## src/rtl/nibble_serial_adder_ctrl_pkg.sv

```systemverilog
// Shared types for the nibble-serial adder controller.
// Optional signed-overflow output is enabled by defining NSA_OVERFLOW_EN.
package nsa_pkg;
  typedef enum logic [1:0] {
    IDLE = 2'd0,
    RUN  = 2'd1,
    DONE = 2'd2
  } nsa_state_t;

  localparam int NIBBLE = 4;
endpackage

```

## src/rtl/nibble_serial_adder_ctrl_if.sv

```systemverilog
// Operand/result handshake bundle for nibble_serial_adder_ctrl.
// ovf exists only when NSA_OVERFLOW_EN is defined.
interface nibble_serial_adder_ctrl_if #(
  parameter int WIDTH = 16
) ();
  // Both sides: a beat transfers on the rising edge where valid && ready;
  // a raised valid and its payload hold until that edge.
  logic             in_valid;
  logic             in_ready;
  logic [WIDTH-1:0] a;
  logic [WIDTH-1:0] b;
  logic             sub;
  logic             out_valid;
  logic             out_ready;
  logic [WIDTH-1:0] sum;
  logic             cout;
  logic             busy;
`ifdef NSA_OVERFLOW_EN
  logic             ovf;
`endif

  modport master (
    output in_valid, a, b, sub, out_ready,
    input  in_ready, out_valid, sum, cout, busy
`ifdef NSA_OVERFLOW_EN
    , input ovf
`endif
  );

  modport slave (
    input  in_valid, a, b, sub, out_ready,
    output in_ready, out_valid, sum, cout, busy
`ifdef NSA_OVERFLOW_EN
    , output ovf
`endif
  );
endinterface

```

## src/rtl/nibble_serial_adder_ctrl_nibble_adder.sv

```systemverilog
// Combinational 4-bit ripple slice; also exposes the carry into its MSB
// so the controller can derive signed overflow on the top nibble.
module nibble_adder (
  input  logic [3:0] a,
  input  logic [3:0] b,
  input  logic       cin,
  output logic [3:0] s,
  output logic       cout,
  output logic       c_msb_in
);
  logic [4:0] full;
  logic [3:0] low3;

  always_comb begin
    full     = {1'b0, a} + {1'b0, b} + {4'b0, cin};
    low3     = {1'b0, a[2:0]} + {1'b0, b[2:0]} + {3'b0, cin};
    s        = full[3:0];
    cout     = full[4];
    c_msb_in = low3[3];
  end
endmodule

```

## src/rtl/nibble_serial_adder_ctrl.sv

```systemverilog
// Add/subtract WIDTH-bit operands one nibble per clock through a single 4-bit slice.
// Define NSA_OVERFLOW_EN to add the registered signed-overflow output ovf.
module nibble_serial_adder_ctrl
  import nsa_pkg::*;
#(
  parameter int WIDTH = 16
) (
  input  logic                      clk,
  input  logic                      rst_n,
  nibble_serial_adder_ctrl_if.slave bus,
  output nsa_state_t                dbg_state
);
  localparam int NSLICES = WIDTH / NIBBLE;
  localparam int IDXW    = (NSLICES > 1) ? $clog2(NSLICES) : 1;
  localparam logic [IDXW-1:0] LAST_IDX = IDXW'(NSLICES - 1);

  nsa_state_t       state_q, state_d;
  logic [IDXW-1:0]  idx_q;
  logic             carry_q;
  logic [WIDTH-1:0] a_q, b_q, sum_q;
  logic             cout_q;
  logic             accept;
  logic             last_nibble;

  logic [3:0]       slice_a, slice_b, slice_s;
  logic             slice_co;
`ifdef NSA_OVERFLOW_EN
  logic             slice_cmsb;
  logic             ovf_q;
`else
  logic             unused_slice_cmsb;
`endif

  assign slice_a     = a_q[idx_q*NIBBLE +: NIBBLE];
  assign slice_b     = b_q[idx_q*NIBBLE +: NIBBLE];
  assign accept      = bus.in_valid && bus.in_ready;
  assign last_nibble = (idx_q == LAST_IDX);

  nibble_adder u_slice (
    .a        (slice_a),
    .b        (slice_b),
    .cin      (carry_q),
    .s        (slice_s),
    .cout     (slice_co),
`ifdef NSA_OVERFLOW_EN
    .c_msb_in (slice_cmsb)
`else
    .c_msb_in (unused_slice_cmsb)
`endif
  );

  always_ff @(posedge clk or negedge rst_n) begin
    if (!rst_n) state_q <= IDLE;
    else        state_q <= state_d;
  end

  always_comb begin
    state_d = state_q;
    case (state_q)
      IDLE:    if (accept) state_d = RUN;
      RUN:     if (last_nibble) state_d = DONE;
      DONE:    if (bus.out_ready) state_d = IDLE;
      default: state_d = IDLE;
    endcase
  end

  // Subtraction is A + ~B + 1: invert B at accept and seed the carry with sub.
  always_ff @(posedge clk or negedge rst_n) begin
    if (!rst_n) begin
      idx_q   <= '0;
      carry_q <= 1'b0;
      a_q     <= '0;
      b_q     <= '0;
      sum_q   <= '0;
      cout_q  <= 1'b0;
`ifdef NSA_OVERFLOW_EN
      ovf_q   <= 1'b0;
`endif
    end else if (state_q == IDLE) begin
      if (accept) begin
        a_q     <= bus.a;
        b_q     <= bus.b ^ {WIDTH{bus.sub}};
        carry_q <= bus.sub;
        idx_q   <= '0;
        sum_q   <= '0;
      end
    end else if (state_q == RUN) begin
      sum_q[idx_q*NIBBLE +: NIBBLE] <= slice_s;
      carry_q <= slice_co;
      if (last_nibble) begin
        cout_q <= slice_co;
`ifdef NSA_OVERFLOW_EN
        ovf_q  <= slice_co ^ slice_cmsb;
`endif
      end else begin
        idx_q <= idx_q + IDXW'(1);
      end
    end
  end

  assign bus.in_ready  = rst_n && (state_q == IDLE);
  assign bus.out_valid = (state_q == DONE);
  assign bus.busy      = (state_q != IDLE);
  assign bus.sum       = sum_q;
  assign bus.cout      = cout_q;
`ifdef NSA_OVERFLOW_EN
  assign bus.ovf       = ovf_q;
`endif
  assign dbg_state     = state_q;
endmodule

```

## src/flat_wrapper.sv

```systemverilog
// flat-port wrapper written by rule: the top's interface ports become plain ports
module nibble_serial_adder_ctrl_flat import nsa_pkg::*;
#(
  parameter int WIDTH = 16
)
  (clk, rst_n, dbg_state, bus_in_valid, bus_a, bus_b, bus_sub, bus_out_ready, bus_in_ready, bus_out_valid, bus_sum, bus_cout, bus_busy);
  nibble_serial_adder_ctrl_if #(.WIDTH(WIDTH)) bus_i ();
  input  logic clk;
  input  logic rst_n;
  output nsa_state_t dbg_state;
  input wire logic [$bits(bus_i.in_valid)-1:0] bus_in_valid;
  input wire logic [$bits(bus_i.a)-1:0] bus_a;
  input wire logic [$bits(bus_i.b)-1:0] bus_b;
  input wire logic [$bits(bus_i.sub)-1:0] bus_sub;
  input wire logic [$bits(bus_i.out_ready)-1:0] bus_out_ready;
  output wire logic [$bits(bus_i.in_ready)-1:0] bus_in_ready;
  output wire logic [$bits(bus_i.out_valid)-1:0] bus_out_valid;
  output wire logic [$bits(bus_i.sum)-1:0] bus_sum;
  output wire logic [$bits(bus_i.cout)-1:0] bus_cout;
  output wire logic [$bits(bus_i.busy)-1:0] bus_busy;
  assign bus_i.in_valid = bus_in_valid;
  assign bus_i.a = bus_a;
  assign bus_i.b = bus_b;
  assign bus_i.sub = bus_sub;
  assign bus_i.out_ready = bus_out_ready;
  assign bus_in_ready = bus_i.in_ready;
  assign bus_out_valid = bus_i.out_valid;
  assign bus_sum = bus_i.sum;
  assign bus_cout = bus_i.cout;
  assign bus_busy = bus_i.busy;
  nibble_serial_adder_ctrl #(.WIDTH(WIDTH)) u_core (.clk(clk), .rst_n(rst_n), .bus(bus_i), .dbg_state(dbg_state));
endmodule
```

## config.mk

```make
export PLATFORM = sky130hd
export DESIGN_NAME = nibble_serial_adder_ctrl_flat
export DESIGN_NICKNAME = d
export VERILOG_FILES = /design/src/rtl/nibble_serial_adder_ctrl_pkg.sv /design/src/rtl/nibble_serial_adder_ctrl_if.sv /design/src/rtl/nibble_serial_adder_ctrl_nibble_adder.sv /design/src/rtl/nibble_serial_adder_ctrl.sv /design/src/flat_wrapper.sv
export SDC_FILE = /design/constraint.sdc
export NUM_CORES = 1
export LEC_CHECK = 0
export ABC_AREA = 1
export BUFFER_PORTS_ARGS = -buffer_cell sky130_fd_sc_hd__buf_4
export CAP_MARGIN = 20
export CORE_MARGIN = 3
export CORE_UTILIZATION = 49
export DETAILED_ROUTE_END_ITERATION = 16
export GPL_TIMING_DRIVEN = 0
export MAX_ROUTING_LAYER = met4
export PLACE_DENSITY = 0.79
export SLEW_MARGIN = 20
export SYNTH_ARGS = -nofsm -noshare
export SYNTH_HDL_FRONTEND = slang
export SYNTH_HIERARCHICAL = 1
export SYNTH_SLANG_ARGS = --single-unit
```

## constraint.sdc

```tcl
create_clock -name clk -period 2.48 [get_ports clk]
set_input_delay 0.496 -clock clk [delete_from_list [all_inputs] [get_ports clk]]
set_output_delay 0.496 -clock clk [all_outputs]
set_load 0.01 [all_outputs]
```

==> results.yml <==
critical_path:
  cp-startpoint: "u_core/idx_q[0]"
  ff2ff_path_depth: 13
  crit_end: "u_core/bus.sum[10]"
  cp.arrival_ps: 2840
  path_max_fanout: 7
  start_kind: "register"
  critPathRequiredTime_ps: 2720
  timing.rr.start: "u_core/idx_q[0]"
  reg2reg_slack_ps: -120
  crit_type: "reg2reg"
  cp-end-kind: "register"
  timing.rr.end: "u_core/bus.sum[10]"
flow_run:
  maxCapViolations: 0
power_and_ir_drop:
  pwr_density_cell_nw_per_um2: 1380
  share_comb_of_total_power_pct: 63.5
  p_leak_nw: 1.94
  clock_power_share_pct: 9.0
  seqPwrFrac_pct: 27.5
  switchingPower_mw: 2.38
  sw_frac_of_total_pct: 46.1
  irDropWorstVdd_uv: 636
  p_int_mw: 2.78
timing:
  clock.fmax_ghz: 0.385
  hold_violations: 0
  setup_viol: 4
  rsz0062_at_grt: "yes"
  timing.final.crit_period_ps: 2600
  report.final.slew_viol_count: 0
  relSlewSlack_pct: 52.7
  tightest_slew_ps: 709
  layout_setup_ws_ps: -119
  fin_crit_sh_pct: 105
  skew_ps: 6.53
  fin_tns_setup_ps: -227
final_layout:
  area_growth_pct: 29.8
  nets: 491
  multi_input_area_um2: 1430
  layout-drive-gt1-share_pct: 27.9
  fillCellCount: 452
  fin_util_pct: 66.8
  seqCellArea_um2: 1350
  antenna_cells: 0
grt:
  grt_max_degree: 57
  grt_usage_pct: 21.7
  grt_pass1_vias: 2477
  grt_overflow: 0
  antenna_found_initial: 0
  grt_pass1_wl_um: 11000
yosys:
  synthesis.yosys.warnings: 6
  synth_cells: 359
  postSynthAreaPerCell_um2: 8.04
  syn_nets: 406
  netlist_area_um2: 2890
drt:
  ant_nets: 0
  wl_um: 7430
  drt_iter0_markers: 162
  drt_pass1_iterations: 5
  via_per_inst: 5.27
  wl_per_cell_um: 14.4
  drcViolationCount: 0
  vias: 2718
placement:
  hpwl_um: 4680
  place_congestion: 0.880
  io_buffers: 57
die:
  initial_core_util_pct: 51.5
  num_io_pins: 59
  rows: 27
  die_x_um: 82.8
  core_area_um2: 5610
  die_area_um2: 6850
  die_h_um: 82.8
hold_path:
  min_path_type: "in2async"
clock_tree:
  clockRootBuffer: "clkbuf_8"
  cts_tree: "yes"
  clock_latency_ps: 300
  cts_buffer_depth: 2
  clock-sinks: 54
  path_clk_slew_ps: 90
  holdBufCountCts: 0
  htree_num_levels: 2
  cts_made_buffers: 5
outcome:
  violations: "setup timing"
  status: "complete, but fails checks"
==> through the flow <==
stage / hold WS, ps / area, um2 / std cells / setup WS [ps] / power [mW]
floorplan: 200 / 2890 / 359 / 36.4 / 3.16
global placement: 458 / 3410 / 488 / -362 / 3.74
detailed placement: 460 / 3410 / 488 / -415 / 3.85
CTS: 261 / 3580 / 502 / 12.3 / 4.50
global route: 282 / 3750 / 516 / -205 / 5.55
finish: 231 / 3750 / 516 / -119 / 5.16
==> power by group through the flow <==
stage / clock (mW) / combinational, mW / sequential, mW
2_1_floorplan: 0 / 1.78 / 1.39
3_3_place_gp: 0 / 2.33 / 1.41
3_5_place_dp: 0 / 2.42 / 1.43
6_report: 0.463 / 3.28 / 1.42
4_1_cts: 0.481 / 2.62 / 1.40
5_1_grt: 0.517 / 3.57 / 1.46
==> layer usage <==
| layer | wire (um) | up-vias | global-route usage (%) |
|---|---|---|---|
| li1 | - | 1318 | - |
| met1 | 3070 | 1276 | 25.3 |
| met2 | 3800 | 104 | 38.2 |
| met3 | 378 | 20 | 3.47 |
| met4 | 187 | 0 | 7.03 |
| met5 | 0 | - | - |
==> layout by cell type, fill, tap and decap left out, types with 2 or more instances in the layout <==
cell / instances
a21oi_1: 3
buf_2: 4
buf_4: 80
buf_6: 3
buf_8: 3
clkbuf_1: 2
clkbuf_8: 5
dfrtp_1: 52
dfrtp_2: 2
fa_2: 2
ha_1: 7
inv_1: 20
inv_2: 2
nand2_1: 120
nand2_2: 2
nand3_1: 23
nand3_2: 2
nor2_1: 29
nor2_2: 5
nor3_1: 3
o21ai_0: 33
o21ai_1: 2
o22ai_1: 8
or2_2: 2
xnor2_1: 16
==> area by class of cell <==
cell class                      instances  share of cell area, %
Inverter                               24                   2.51
Buffer                                 13                   3.31
Multi-Input combinational cell        268                   38.0
Timing Repair Buffer                   78                   15.6
Clock buffer                            7                   2.04
Tap cell                               72                   2.40
Sequential cell                        54                   36.1
==> flip-flops by register name (all words and copies together), names as in the netlist <==
name	flops
u_core/bus.sum	16
u_core/b_q	16
u_core/idx_q	2
u_core/bus.cout	1
u_core/dbg_state	2
u_core/a_q	16
u_core/carry_q	1
==> how the worst min path moves through the flow <==
stage | start | to | cells after the start
after floorplan | rst_n | u_core/a_q[0] | 0
after global placement | u_core/bus.sum[7] | u_core/bus.sum[7] | 2
after detailed placement | u_core/a_q[4] | u_core/a_q[4] | 2
after CTS | rst_n | u_core/a_q[14] | 1
after global routing | rst_n | u_core/bus.sum[10] | 1
final | rst_n | u_core/bus.sum[10] | 1
==> what timing repair did <==
item,4_1_cts,5_1_grt
endpoints found under the setup margin,13,12
pin swaps,2,16
cloned,0,1
buffers inserted,7,13
gates resized for setup,14,21
==> critical path, cell delays in order (launching register included) <==
cell     delay, ps
dfrtp_2        470
inv_4          110
buf_8          130
nor2_2          40
o22ai_1        160
inv_1           90
fa_2           410
fa_2           410
xnor2_4        250
buf_4          150
nand2_1         50
nor2_1         130
nand2_1         80
nand2_1         70
Note: power is estimated with default switching activity, not from simulation.
